$ cat src/rtl/adc_min_readout_pkg.sv
// ---------------------------------------------------------------------------
// adc_min_readout_pkg
// Shared definitions for the ADC minimum readout block: read-port widths,
// register address offsets, status word bit positions, hysteresis counter
// width and the capture FSM state encoding.
// No ports (package).
// ---------------------------------------------------------------------------
package adc_min_readout_pkg;

    localparam int RD_DATA_W   = 16;
    localparam int RD_ADDR_W   = 4;
    localparam int FRAME_CNT_W = 16;
    localparam int ALARM_CNT_W = 4;

    // Register addresses above the per-core snapshot slots, relative to CORE_NUM
    localparam int ADDR_OFS_STATUS = 0;
    localparam int ADDR_OFS_FRAME  = 1;

    // Status word layout
    localparam int STAT_VALID_BIT   = 0;
    localparam int STAT_OVERRUN_BIT = 1;
    localparam int STAT_ALARM_LSB   = 2;

    typedef enum logic [1:0] {
        CAP_IDLE  = 2'd0,
        CAP_WAIT  = 2'd1,
        CAP_LATCH = 2'd2
    } cap_state_e;

endpackage

$ cat src/rtl/adc_min_alarm_filter.sv
// ---------------------------------------------------------------------------
// adc_min_alarm_filter
// Per-core low-level alarm with consecutive-frame hysteresis. While the
// alarm is clear, ALARM_COUNT consecutive low frames set it; while it is set,
// ALARM_COUNT consecutive high frames clear it. Any frame that agrees with
// the current alarm state zeroes the run counter.
// Ports:
//   clk       in   system clock
//   rst       in   synchronous active-high reset
//   frame_en  in   one-cycle strobe: evaluate min_i as a new frame
//   min_i     in   captured per-core minimum
//   alarm_o   out  filtered alarm flag
// ---------------------------------------------------------------------------
module adc_min_alarm_filter
    import adc_min_readout_pkg::*;
#(
    parameter int ADC_DATA_WIDTH = 8,
    parameter int LOW_THRESH     = 8,
    parameter int ALARM_COUNT    = 3
) (
    input  logic                      clk,
    input  logic                      rst,
    input  logic                      frame_en,
    input  logic [ADC_DATA_WIDTH-1:0] min_i,
    output logic                      alarm_o
);

    // One extra bit so a threshold of 2**W (every value low) still fits
    localparam logic [ADC_DATA_WIDTH:0]  THRESH_V = (ADC_DATA_WIDTH+1)'(LOW_THRESH);
    localparam logic [ALARM_CNT_W-1:0]   COUNT_V  = ALARM_CNT_W'(ALARM_COUNT);

    logic [ALARM_CNT_W-1:0] cnt_q, cnt_d;
    logic                   alarm_q, alarm_d;
    logic                   is_low;
    logic                   toward_flip;

    always_comb begin
        is_low      = ({1'b0, min_i} < THRESH_V);
        // A frame counts only if it disagrees with the current alarm state
        toward_flip = alarm_q ? ~is_low : is_low;
        cnt_d       = cnt_q;
        alarm_d     = alarm_q;
        if (frame_en) begin
            if (!toward_flip) begin
                cnt_d = '0;
            end else if (cnt_q + ALARM_CNT_W'(1) == COUNT_V) begin
                cnt_d   = '0;
                alarm_d = ~alarm_q;
            end else begin
                cnt_d = cnt_q + ALARM_CNT_W'(1);
            end
        end
    end

    always_ff @(posedge clk) begin
        if (rst) begin
            cnt_q   <= '0;
            alarm_q <= 1'b0;
        end else begin
            cnt_q   <= cnt_d;
            alarm_q <= alarm_d;
        end
    end

    assign alarm_o = alarm_q;

endmodule

$ cat src/rtl/adc_min_readout.sv
// ---------------------------------------------------------------------------
// adc_min_readout
// Captures each core's final minimum once per ms frame, CAPTURE_DELAY cycles
// after ms_tick so the detector pipeline has settled, runs the per-core alarm
// filters, and exposes snapshot, frame counter and status through a
// one-cycle-latency request/acknowledge read port.
//
// Capture FSM:
//   state     | meaning
//   ----------+-----------------------------------------------------------
//   CAP_IDLE  | waiting for ms_tick
//   CAP_WAIT  | delay counter running down toward the settled point
//   CAP_LATCH | commit snapshot / frame_cnt / filters (skipped on frame 0)
//
// Ports:
//   clk        in   system clock
//   rst        in   synchronous active-high reset
//   ms_tick    in   frame pulse, same cycle the detectors reload
//   adc_min_i  in   packed per-core minima, core k at [(k+1)*W-1 : k*W]
//   rd_req     in   one-cycle read strobe
//   rd_addr    in   read address
//   rd_ack     out  one-cycle acknowledge, one cycle after rd_req
//   rd_data    out  read data, held between acknowledges
//   alarm_o    out  filtered low-level alarm per core
// ---------------------------------------------------------------------------
module adc_min_readout
    import adc_min_readout_pkg::*;
#(
    parameter int ADC_DATA_WIDTH = 8,
    parameter int CORE_NUM       = 4,
    parameter int CAPTURE_DELAY  = 4,
    parameter int LOW_THRESH     = 8,
    parameter int ALARM_COUNT    = 3
) (
    input  logic                               clk,
    input  logic                               rst,
    input  logic                               ms_tick,
    input  logic [ADC_DATA_WIDTH*CORE_NUM-1:0] adc_min_i,
    input  logic                               rd_req,
    input  logic [RD_ADDR_W-1:0]               rd_addr,
    output logic                               rd_ack,
    output logic [RD_DATA_W-1:0]               rd_data,
    output logic [CORE_NUM-1:0]                alarm_o
);

    localparam int DLY_W = (CAPTURE_DELAY > 2) ? $clog2(CAPTURE_DELAY) : 1;
    localparam logic [RD_ADDR_W-1:0] ADDR_STATUS = RD_ADDR_W'(CORE_NUM + ADDR_OFS_STATUS);
    localparam logic [RD_ADDR_W-1:0] ADDR_FRAME  = RD_ADDR_W'(CORE_NUM + ADDR_OFS_FRAME);

    cap_state_e                state_q, state_d;
    logic [DLY_W-1:0]          dly_q, dly_d;

    logic                      latch_en;
    logic                      commit;
    logic                      overrun_set;

    logic [ADC_DATA_WIDTH-1:0] snap_q [CORE_NUM];
    logic [FRAME_CNT_W-1:0]    frame_cnt_q, frame_cnt_d;
    logic                      primed_q;
    logic                      valid_q;
    logic                      overrun_q, overrun_d;
    logic                      stat_rd;

    logic                      rd_ack_q;
    logic [RD_DATA_W-1:0]      rd_data_q;
    logic [RD_DATA_W-1:0]      rd_mux;
    logic [RD_DATA_W-1:0]      status_word;
    logic [CORE_NUM-1:0]       alarm_w;

    // ---------------- capture FSM: state register ----------------
    always_ff @(posedge clk) begin
        if (rst) begin
            state_q <= CAP_IDLE;
            dly_q   <= '0;
        end else begin
            state_q <= state_d;
            dly_q   <= dly_d;
        end
    end

    // ---------------- capture FSM: next state ----------------
    // WAIT lasts CAPTURE_DELAY-1 cycles so LATCH lands on cycle T+CAPTURE_DELAY.
    always_comb begin
        state_d = state_q;
        dly_d   = dly_q;
        unique case (state_q)
            CAP_IDLE: begin
                if (ms_tick) begin
                    if (CAPTURE_DELAY <= 1) begin
                        state_d = CAP_LATCH;
                    end else begin
                        dly_d   = DLY_W'(CAPTURE_DELAY - 1);
                        state_d = CAP_WAIT;
                    end
                end
            end
            CAP_WAIT: begin
                dly_d = dly_q - DLY_W'(1);
                if (dly_q == DLY_W'(1)) begin
                    state_d = CAP_LATCH;
                end
            end
            CAP_LATCH: state_d = CAP_IDLE;
            default:   state_d = CAP_IDLE;
        endcase
    end

    // ---------------- capture FSM: outputs ----------------
    always_comb begin
        latch_en    = (state_q == CAP_LATCH);
        // The first LATCH after reset covers a partial frame and is dropped
        commit      = latch_en & primed_q;
        overrun_set = ms_tick & (state_q != CAP_IDLE);
    end

    // ---------------- alarm filters ----------------
    for (genvar k = 0; k < CORE_NUM; k++) begin : g_filt
        adc_min_alarm_filter #(
            .ADC_DATA_WIDTH (ADC_DATA_WIDTH),
            .LOW_THRESH     (LOW_THRESH),
            .ALARM_COUNT    (ALARM_COUNT)
        ) u_filt (
            .clk      (clk),
            .rst      (rst),
            .frame_en (commit),
            .min_i    (adc_min_i[k*ADC_DATA_WIDTH +: ADC_DATA_WIDTH]),
            .alarm_o  (alarm_w[k])
        );
    end

    // ---------------- status / read mux ----------------
    always_comb begin
        stat_rd     = rd_req & (rd_addr == ADDR_STATUS);
        // Set beats clear when a new overrun coincides with the status read
        overrun_d   = overrun_set | (overrun_q & ~stat_rd);
        frame_cnt_d = frame_cnt_q + FRAME_CNT_W'(1);

        status_word                                  = '0;
        status_word[STAT_VALID_BIT]                  = valid_q;
        status_word[STAT_OVERRUN_BIT]                = overrun_q;
        status_word[STAT_ALARM_LSB +: CORE_NUM]      = alarm_w;

        rd_mux = '0;
        for (int k = 0; k < CORE_NUM; k++) begin
            if (rd_addr == RD_ADDR_W'(k)) begin
                rd_mux = RD_DATA_W'(snap_q[k]);
            end
        end
        if (rd_addr == ADDR_STATUS) begin
            rd_mux = status_word;
        end else if (rd_addr == ADDR_FRAME) begin
            rd_mux = RD_DATA_W'(frame_cnt_q);
        end
    end

    // ---------------- datapath registers ----------------
    always_ff @(posedge clk) begin
        if (rst) begin
            for (int k = 0; k < CORE_NUM; k++) begin
                snap_q[k] <= '0;
            end
            frame_cnt_q <= '0;
            primed_q    <= 1'b0;
            valid_q     <= 1'b0;
            overrun_q   <= 1'b0;
            rd_ack_q    <= 1'b0;
            rd_data_q   <= '0;
        end else begin
            overrun_q <= overrun_d;
            rd_ack_q  <= rd_req;
            if (rd_req) begin
                rd_data_q <= rd_mux;
            end
            if (latch_en) begin
                primed_q <= 1'b1;
            end
            if (commit) begin
                for (int k = 0; k < CORE_NUM; k++) begin
                    snap_q[k] <= adc_min_i[k*ADC_DATA_WIDTH +: ADC_DATA_WIDTH];
                end
                frame_cnt_q <= frame_cnt_d;
                valid_q     <= 1'b1;
            end
        end
    end

    assign rd_ack  = rd_ack_q;
    assign rd_data = rd_data_q;
    assign alarm_o = alarm_w;

endmodule
$ cat config.mk
export PLATFORM = sky130hd
export DESIGN_NAME = adc_min_readout
export DESIGN_NICKNAME = d
export VERILOG_FILES = /design/src/rtl/adc_min_readout_pkg.sv /design/src/rtl/adc_min_alarm_filter.sv /design/src/rtl/adc_min_readout.sv
export SDC_FILE = /design/constraint.sdc
export NUM_CORES = 1
export LEC_CHECK = 0
export BUFFER_PORTS_ARGS = -buffer_cell sky130_fd_sc_hd__buf_2
export CORE_MARGIN = 2
export CORE_UTILIZATION = 45
export CTS_BUF_LIST = sky130_fd_sc_hd__clkbuf_2 sky130_fd_sc_hd__clkbuf_4 sky130_fd_sc_hd__clkbuf_8
export DETAILED_ROUTE_END_ITERATION = 7
export PLACE_DENSITY = 0.74
export RECOVER_POWER = 50
export SETUP_SLACK_MARGIN = 0.05
export SLEW_MARGIN = 10
export SYNTH_ARGS = -nofsm -noshare
export SYNTH_HDL_FRONTEND = slang
export SYNTH_HIERARCHICAL = 1
export SYNTH_SLANG_ARGS = --single-unit
$ cat constraint.sdc
create_clock -name clk -period 3.5 [get_ports clk]
set_clock_uncertainty 0.05 [all_clocks]
set_input_delay 0.525 -clock clk [delete_from_list [all_inputs] [get_ports clk]]
set_output_delay 0.525 -clock clk [all_outputs]
set_load 0.01 [all_outputs]
==> results.sh, run 1 <==
export IMPL_start_util_pct=46.57
export IMPL_place_congestion=0.8160
export IMPL_finalWirelength_um=9919
export IMPL_cts_path_max_buffers=2
export IMPL_grt_overflow_total=0
export IMPL_most_common_layout_cells="60 x sky130_fd_sc_hd__dfxtp_1, 36 x sky130_fd_sc_hd__buf_2, 33 x sky130_fd_sc_hd__and2_1"
export IMPL_violations="capacitance limit"
export IMPL_die_h_um=104.6
export IMPL_cp_max_fo=34
export IMPL_ys_async_sr_fraction_pct=0
export IMPL_crit_reg2reg_launch="state_q[1]"
export IMPL_core_um2=9774
export IMPL_min_from="adc_min_i[18]"
export IMPL_timing_hold_violations_final=0
export IMPL_route_vias_total=3608
export IMPL_netlist_area_um2=4552
export IMPL_nNetsFinal=570
export IMPL_power_density_nw_per_um2=403.2
export IMPL_min_period_over_period_pct=74.15
export IMPL_clock_slew_at_the_register_clock_pins_of_the_worst_setup_and_hold_paths_ns=0.09
export IMPL_synth_top_area_share_pct=26.39
export IMPL_crit_path_start_kind="flip-flop"
export IMPL_post_cts_setup_buffer_count=0
export IMPL_post_synth_main_area_contributors="sky130_fd_sc_hd__dfxtp_1 26%, sky130_fd_sc_hd__edfxtp_1 21%, sky130_fd_sc_hd__and2_1 4.7%"
export IMPL_std_cell_rows=36
export IMPL_maxClockFrequency_mhz=385.3
export IMPL_max_vdd_ir_drop_mv=0.1744
export IMPL_drive_above_1_share_pct=15.43
export IMPL_pin_count=61
export IMPL_status="finished with violations"
export IMPL_dr_pass1_iters=4
export IMPL_setup_slack_ns=0.9047
export IMPL_most_common_cell_after_layout_fill_and_taps_aside="sky130_fd_sc_hd__dfxtp_1"
export IMPL_timing_rr_end="snap_q[2][6]"
export IMPL_global_route_usage_total_pct=18.56
export IMPL_layout_core_utilization_pct=52.28
export IMPL_drcViolationCount=0
export IMPL_time_the_final_worst_path_needs_with_i_o_delays_and_setup_ns=2.595
export IMPL_dp_worst_setup_slack_ns=1.163
export IMPL_reg_to_reg_slack_setup_ns=0.90
export IMPL_antenna_diode_count=0
export IMPL_synth_top_flop_cell="sky130_fd_sc_hd__dfxtp_1"
export IMPL_clk_latency_ns=0.36
export IMPL_die_area_um2=10940
export IMPL_yosysTopAreaCell="sky130_fd_sc_hd__dfxtp_1"
export IMPL_cts_resized=0
export IMPL_routedWlPerCell_um=15.07
export IMPL_yosys_warnings=6
export IMPL_drv_cap=1
export IMPL_required_ns=3.44
export IMPL_hold_end="snap_q[2][2]"
export IMPL_slew_limit_headroom_pct=0.01630
export IMPL_data_arrival_time_at_the_worst_slack_endpoint_ns=2.53
export IMPL_rsz0062_at_grt="no"
export IMPL_dieWidth_um=104.6
export IMPL_syn_area_per_cell_um2=9.831
export IMPL_crit_type="flip-flop to flip-flop"
export IMPL_worstRegToRegCells=4
export IMPL_worstHoldPathType="input pin to flip-flop"
export IMPL_critPathCaptureType="flip-flop"
export IMPL_seq_area_frac_synth_pct=47.50
export IMPL_detailedRoute_firstIterationViolations=237
export IMPL_leakagePower_nw=1.846
export IMPL_placed_cell_area_um2=4964
export IMPL_synth_cells=463
export IMPL_cts_hold_buf=0
export IMPL_htreeDepth=3
export IMPL_tightest_slew_ns=1.494
export IMPL_totalNegativeSetupSlack_ns=0
export IMPL_count_of_pins_over_their_slew_limit=0
export IMPL_grt_start_max_net_pins=35
export IMPL_post_dp_hpwl_um=7245
export IMPL_cts_sinks=92
export IMPL_mappedNetlistNets=513
export IMPL_setup_violations=0
export IMPL_final_layout_fill_cell_count=919
export IMPL_clockRootBuffer="sky130_fd_sc_hd__clkbuf_8"
export IMPL_antenna_violating_nets_remaining=0
export IMPL_synth_edff_count=32
export IMPL_cts_tree="yes"
export IMPL_grt_pass1_wl_um=16280
export IMPL_cts_bufs_inserted=9
export IMPL_count_of_cell_types_in_the_netlist=49
export IMPL_port_buffers=60
export IMPL_via_count_of_the_first_global_routing_pass=3440
export IMPL_grt_antenna_before_repair=0
export IMPL_fin_area_um2=5110
export IMPL_ys_ff_latch=92
export IMPL_timing_hold_worst_path_depth=2
export IMPL_viasPerCell=5.483
export IMPL_final_hold_worst_slack_ns=0.3997
export IMPL_area_growth_pct=12.26
[metal layers]
metal | GRT usage, % | part of all wire, %
met4 | 3.905 | 0.43
met5 | 0 | 0
met1 | 23.41 | 45
met2 | 32.54 | 50
met3 | 4.304 | 4.5
[metrics by stage]
step	total power, W	instances
after floorplan	0.001231	463
after global placement	0.001286	642
after detailed placement	0.001291	642
after CTS	0.002081	658
after global routing	0.002137	658
final	0.002060	658
[how the worst max path moves through the flow]
stage,cells after the start,from,end,slack (ns)
after floorplan,4,state_q[1],snap_q[0][0],1.52
after global placement,4,state_q[1],snap_q[3][4],1.24
after detailed placement,4,state_q[1],snap_q[2][6],1.16
after CTS,4,state_q[1],snap_q[2][6],1.13
after global routing,5,rst,g_filt[3].u_filt/alarm_o,0.66
final,4,state_q[1],snap_q[2][6],0.90
[registers in the layout (all words and copies together), names as in the netlist]
name and cells:
rd_data 16, state_q 2, rd_ack 1, primed_q 1, dly_q 2, frame_cnt_q 16
g_filt.u_filt/alarm_o 4, snap_q 32, overrun_q 1, g_filt.u_filt/cnt_q 16, valid_q 1
[power breakdown]
group | internal [W] | total (W) | switching [W] | leakage [nW]
combinational | 0.0000492 | 0.000127 | 0.0000780 | 0.912
sequential | 0.00112 | 0.00113 | 0.0000107 | 0.815
clock | 0.000423 | 0.000798 | 0.000375 | 0.119
total | 0.00160 | 0.00206 | 0.000464 | 1.85
[cell families (layout without fill, tap and decap cells)]
| family | Yosys count | after routing | synth area share (%) |
|---|---|---|---|
| buffers and inverters | 36 | 98 | 3.189 |
| AND/OR/NAND/NOR | 200 | 200 | 26.09 |
| XOR/XNOR | 11 | 11 | 2.117 |
| flip-flops | 92 | 92 | 47.50 |
| multiplexers | 10 | 10 | 2.227 |
| AO/OA/AOI/OAI | 104 | 104 | 16.14 |
| adder cells (fa/ha/maj) | 10 | 10 | 2.749 |
[worst max-delay path: stages, from the launching register on]
cell and delay (ns):
sky130_fd_sc_hd__dfxtp_1 0.43, sky130_fd_sc_hd__nor2b_1 0.21, sky130_fd_sc_hd__nand2_1 0.11, sky130_fd_sc_hd__inv_1 0.69
sky130_fd_sc_hd__or2_2 0.72
[cell type report]
class	instances	area [um^2]	area share, %
clock inverters	6	85.08	1.665
inverters	20	75.07	1.469
repair buffers	62	277.8	5.436
multi-input cells	335	2206	43.17
clock buffers	10	137.6	2.693
flip-flops and latches	92	2162	42.31
well taps	133	166.4	3.257
[synthesized netlist by cell type, types with 11 or more instances]
| library cell | n |
|---|---|
| sky130_fd_sc_hd__nor2_1 | 30 |
| sky130_fd_sc_hd__nor2b_1 | 18 |
| sky130_fd_sc_hd__o22ai_1 | 22 |
| sky130_fd_sc_hd__and2_1 | 34 |
| sky130_fd_sc_hd__and3_1 | 13 |
| sky130_fd_sc_hd__edfxtp_1 | 32 |
| sky130_fd_sc_hd__nand2_1 | 18 |
| sky130_fd_sc_hd__a21oi_1 | 24 |
| sky130_fd_sc_hd__o21ai_0 | 13 |
| sky130_fd_sc_hd__dfxtp_1 | 60 |
| sky130_fd_sc_hd__nand3_1 | 23 |
| sky130_fd_sc_hd__nand2b_1 | 11 |
| sky130_fd_sc_hd__inv_1 | 19 |
| sky130_fd_sc_hd__nor3_1 | 11 |
No activity file was read; power rests on OpenSTA's default activity.
==> run 2, diff against run 1 <==
==> constraint.sdc (replaced) <==
create_clock -name clk -period 2.7 [get_ports clk]
set_clock_uncertainty 0.05 [all_clocks]
set_input_delay 0.405 -clock clk [delete_from_list [all_inputs] [get_ports clk]]
set_output_delay 0.405 -clock clk [all_outputs]
set_load 0.01 [all_outputs]
==> run 2 against run 1 <==
The flow now finishes without violations. Critical path depth rose by 1. Final area rose by 0.32%. Power rose by 23%. Combinational power rose by 32%. Clock power rose by 12%. Global-route usage fell by 0.39 points.
==> results.sh, run 2 (same netlist as run 1, synthesis figures left out) <==
export IMPL_rsz0062_at_grt="no"
export IMPL_grt_start_max_net_pins=36
export IMPL_die_h_um=104.6
export IMPL_worst_path_buf_inv=2
export IMPL_detailedRoute_firstIterationViolations=155
export IMPL_critPathMaxStageDelay_ns=0.47
export IMPL_pin_count=61
export IMPL_largest_register="snap_q"
export IMPL_maxClockFrequency_mhz=458.8
export IMPL_fin_area_um2=5126
export IMPL_timing_rr_end="snap_q[3][0]"
export IMPL_count_of_pins_over_their_slew_limit=0
export IMPL_cts_path_max_buffers=2
export IMPL_crit_path_start_kind="flip-flop"
export IMPL_data_arrival_time_at_the_worst_slack_endpoint_ns=2.20
export IMPL_leakagePower_nw=1.856
export IMPL_worstRegToRegCells=5
export IMPL_critPathCaptureType="flip-flop"
export IMPL_tightest_slew_ns=0.9587
export IMPL_min_period_over_period_pct=80.73
export IMPL_core_um2=9774
export IMPL_post_dp_hpwl_um=6978
export IMPL_timing_hold_worst_path_depth=2
export IMPL_dr_pass1_iters=4
export IMPL_time_the_final_worst_path_needs_with_i_o_delays_and_setup_ns=2.180
export IMPL_cts_tree="yes"
export IMPL_timing_hold_violations_final=0
export IMPL_global_route_usage_total_pct=18.17
export IMPL_worstPathCellList="nor2b_1 > nand2_1 > inv_1 > or2_2 > buf_12"
export IMPL_reg_to_reg_slack_setup_ns=0.52
export IMPL_final_layout_fill_cell_count=927
export IMPL_drv_cap=0
export IMPL_totalNegativeSetupSlack_ns=0
export IMPL_area_of_the_multi_input_gates_um2=2208
export IMPL_min_from="adc_min_i[1]"
export IMPL_placed_cell_area_um2=4999
export IMPL_hold_end="snap_q[0][1]"
export IMPL_area_growth_pct=12.62
export IMPL_final_hold_worst_slack_ns=0.2701
export IMPL_nNetsFinal=573
export IMPL_status="finished clean"
export IMPL_cts_resized=0
export IMPL_grt_overflow_total=0
export IMPL_route_vias_total=3594
export IMPL_clockRootBuffer="sky130_fd_sc_hd__clkbuf_8"
export IMPL_drcViolationCount=0
export IMPL_cp_max_fo=21
export IMPL_finalWirelength_um=9664
export IMPL_clock_slew_at_the_register_clock_pins_of_the_worst_setup_and_hold_paths_ns=0.11
export IMPL_most_common_cell_after_layout_fill_and_taps_aside="sky130_fd_sc_hd__dfxtp_1"
export IMPL_setup_violations=0
export IMPL_post_cts_setup_buffer_count=0
export IMPL_slew_limit_headroom_pct=36.08
export IMPL_antenna_diode_count=0
export IMPL_cp_slowest_cell="sky130_fd_sc_hd__inv_1"
export IMPL_drive_above_1_share_pct=16.86
export IMPL_viasPerCell=5.437
export IMPL_cts_sinks=92
export IMPL_max_vdd_ir_drop_mv=0.2166
export IMPL_start_util_pct=46.57
export IMPL_antenna_violating_nets_remaining=0
export IMPL_grt_antenna_before_repair=0
export IMPL_dieWidth_um=104.6
export IMPL_port_buffers=60
export IMPL_crit_reg2reg_launch="state_q[1]"
export IMPL_place_congestion=0.7995
export IMPL_via_count_of_the_first_global_routing_pass=3400
export IMPL_power_density_nw_per_um2=494.3
export IMPL_crit_type="flip-flop to flip-flop"
export IMPL_worstHoldPathType="input pin to flip-flop"
export IMPL_most_common_layout_cells="60 x sky130_fd_sc_hd__dfxtp_1, 37 x sky130_fd_sc_hd__buf_2, 33 x sky130_fd_sc_hd__and2_1"
export IMPL_clk_latency_ns=0.37
export IMPL_sequential_cell_area_um2=2162
export IMPL_die_area_um2=10940
export IMPL_std_cell_rows=36
export IMPL_cts_hold_buf=0
export IMPL_required_ns=2.72
export IMPL_grt_pass1_wl_um=16110
export IMPL_largest_register_ffs=32
export IMPL_critical_path_top_delay_family="simple AND/OR/NAND/NOR gates"
export IMPL_htreeDepth=3
export IMPL_routedWlPerCell_um=14.62
export IMPL_cts_bufs_inserted=9
[run 2: cell count changes in the layout (fill, tap and decap cells not counted)]
cell	previous run	this run
sky130_fd_sc_hd__bufinv_16	2	0
sky130_fd_sc_hd__clkbuf_1	26	23
sky130_fd_sc_hd__buf_2	36	37
sky130_fd_sc_hd__nor2_2	1	2
sky130_fd_sc_hd__nor2_1	32	31
sky130_fd_sc_hd__buf_12	0	1
sky130_fd_sc_hd__clkbuf_8	10	9
sky130_fd_sc_hd__inv_4	2	1
sky130_fd_sc_hd__clkinv_4	0	3
sky130_fd_sc_hd__inv_1	21	20
sky130_fd_sc_hd__clkinv_8	0	1
sky130_fd_sc_hd__buf_4	0	4
sky130_fd_sc_hd__inv_8	0	1
[run 2: worst max path at each step]
| stage | startpoint | end | slack (ns) | cells after the start |
|---|---|---|---|---|
| after global routing | state_q[1] | g_filt[1].u_filt/cnt_q[1] | 0.31 | 6 |
| after detailed placement | state_q[1] | snap_q[0][1] | 0.69 | 5 |
| after global placement | state_q[1] | snap_q[1][1] | 0.75 | 5 |
| final | state_q[1] | snap_q[3][0] | 0.52 | 5 |
| after CTS | state_q[1] | snap_q[0][1] | 0.65 | 5 |
| after floorplan | state_q[1] | snap_q[0][0] | 0.72 | 4 |
[run 2: layer usage]
layer / vias to the layer above / wire (um) / GRT usage [%]
li1: 1820 / - / -
met1: 1676 / 4472 / 24.45
met2: 86 / 4600 / 29.27
met3: 12 / 438 / 4.055
met4: 0 / 151 / 5.619
met5: - / 0 / 0
[run 2: per-stage QoR]
step	total power (W)	cells	setup slack [ns]	util [%]
after floorplan	0.001595	463	0.7232	-
after global placement	0.001670	645	0.7466	51.14
after detailed placement	0.001674	645	0.6922	51.14
after CTS	0.002551	661	0.6546	53.11
after global routing	0.002630	661	0.3106	52.45
final	0.002534	661	0.5202	52.45
[run 2: report_power, final]
group	internal (W)	switching [W]	leakage (nW)
sequential	0.00146	0.0000133	0.815
combinational	0.0000675	0.000101	0.942
clock	0.000357	0.000538	0.0990
total	0.00188	0.000652	1.86
[run 2: area by class of cell]
cell class	instances	share of cell area, %
repair buffers	65	6.273
clock inverters	7	1.342
flip-flops and latches	92	42.18
clock buffers	9	2.416
multi-input cells	335	43.08
inverters	20	1.464
well taps	133	3.246
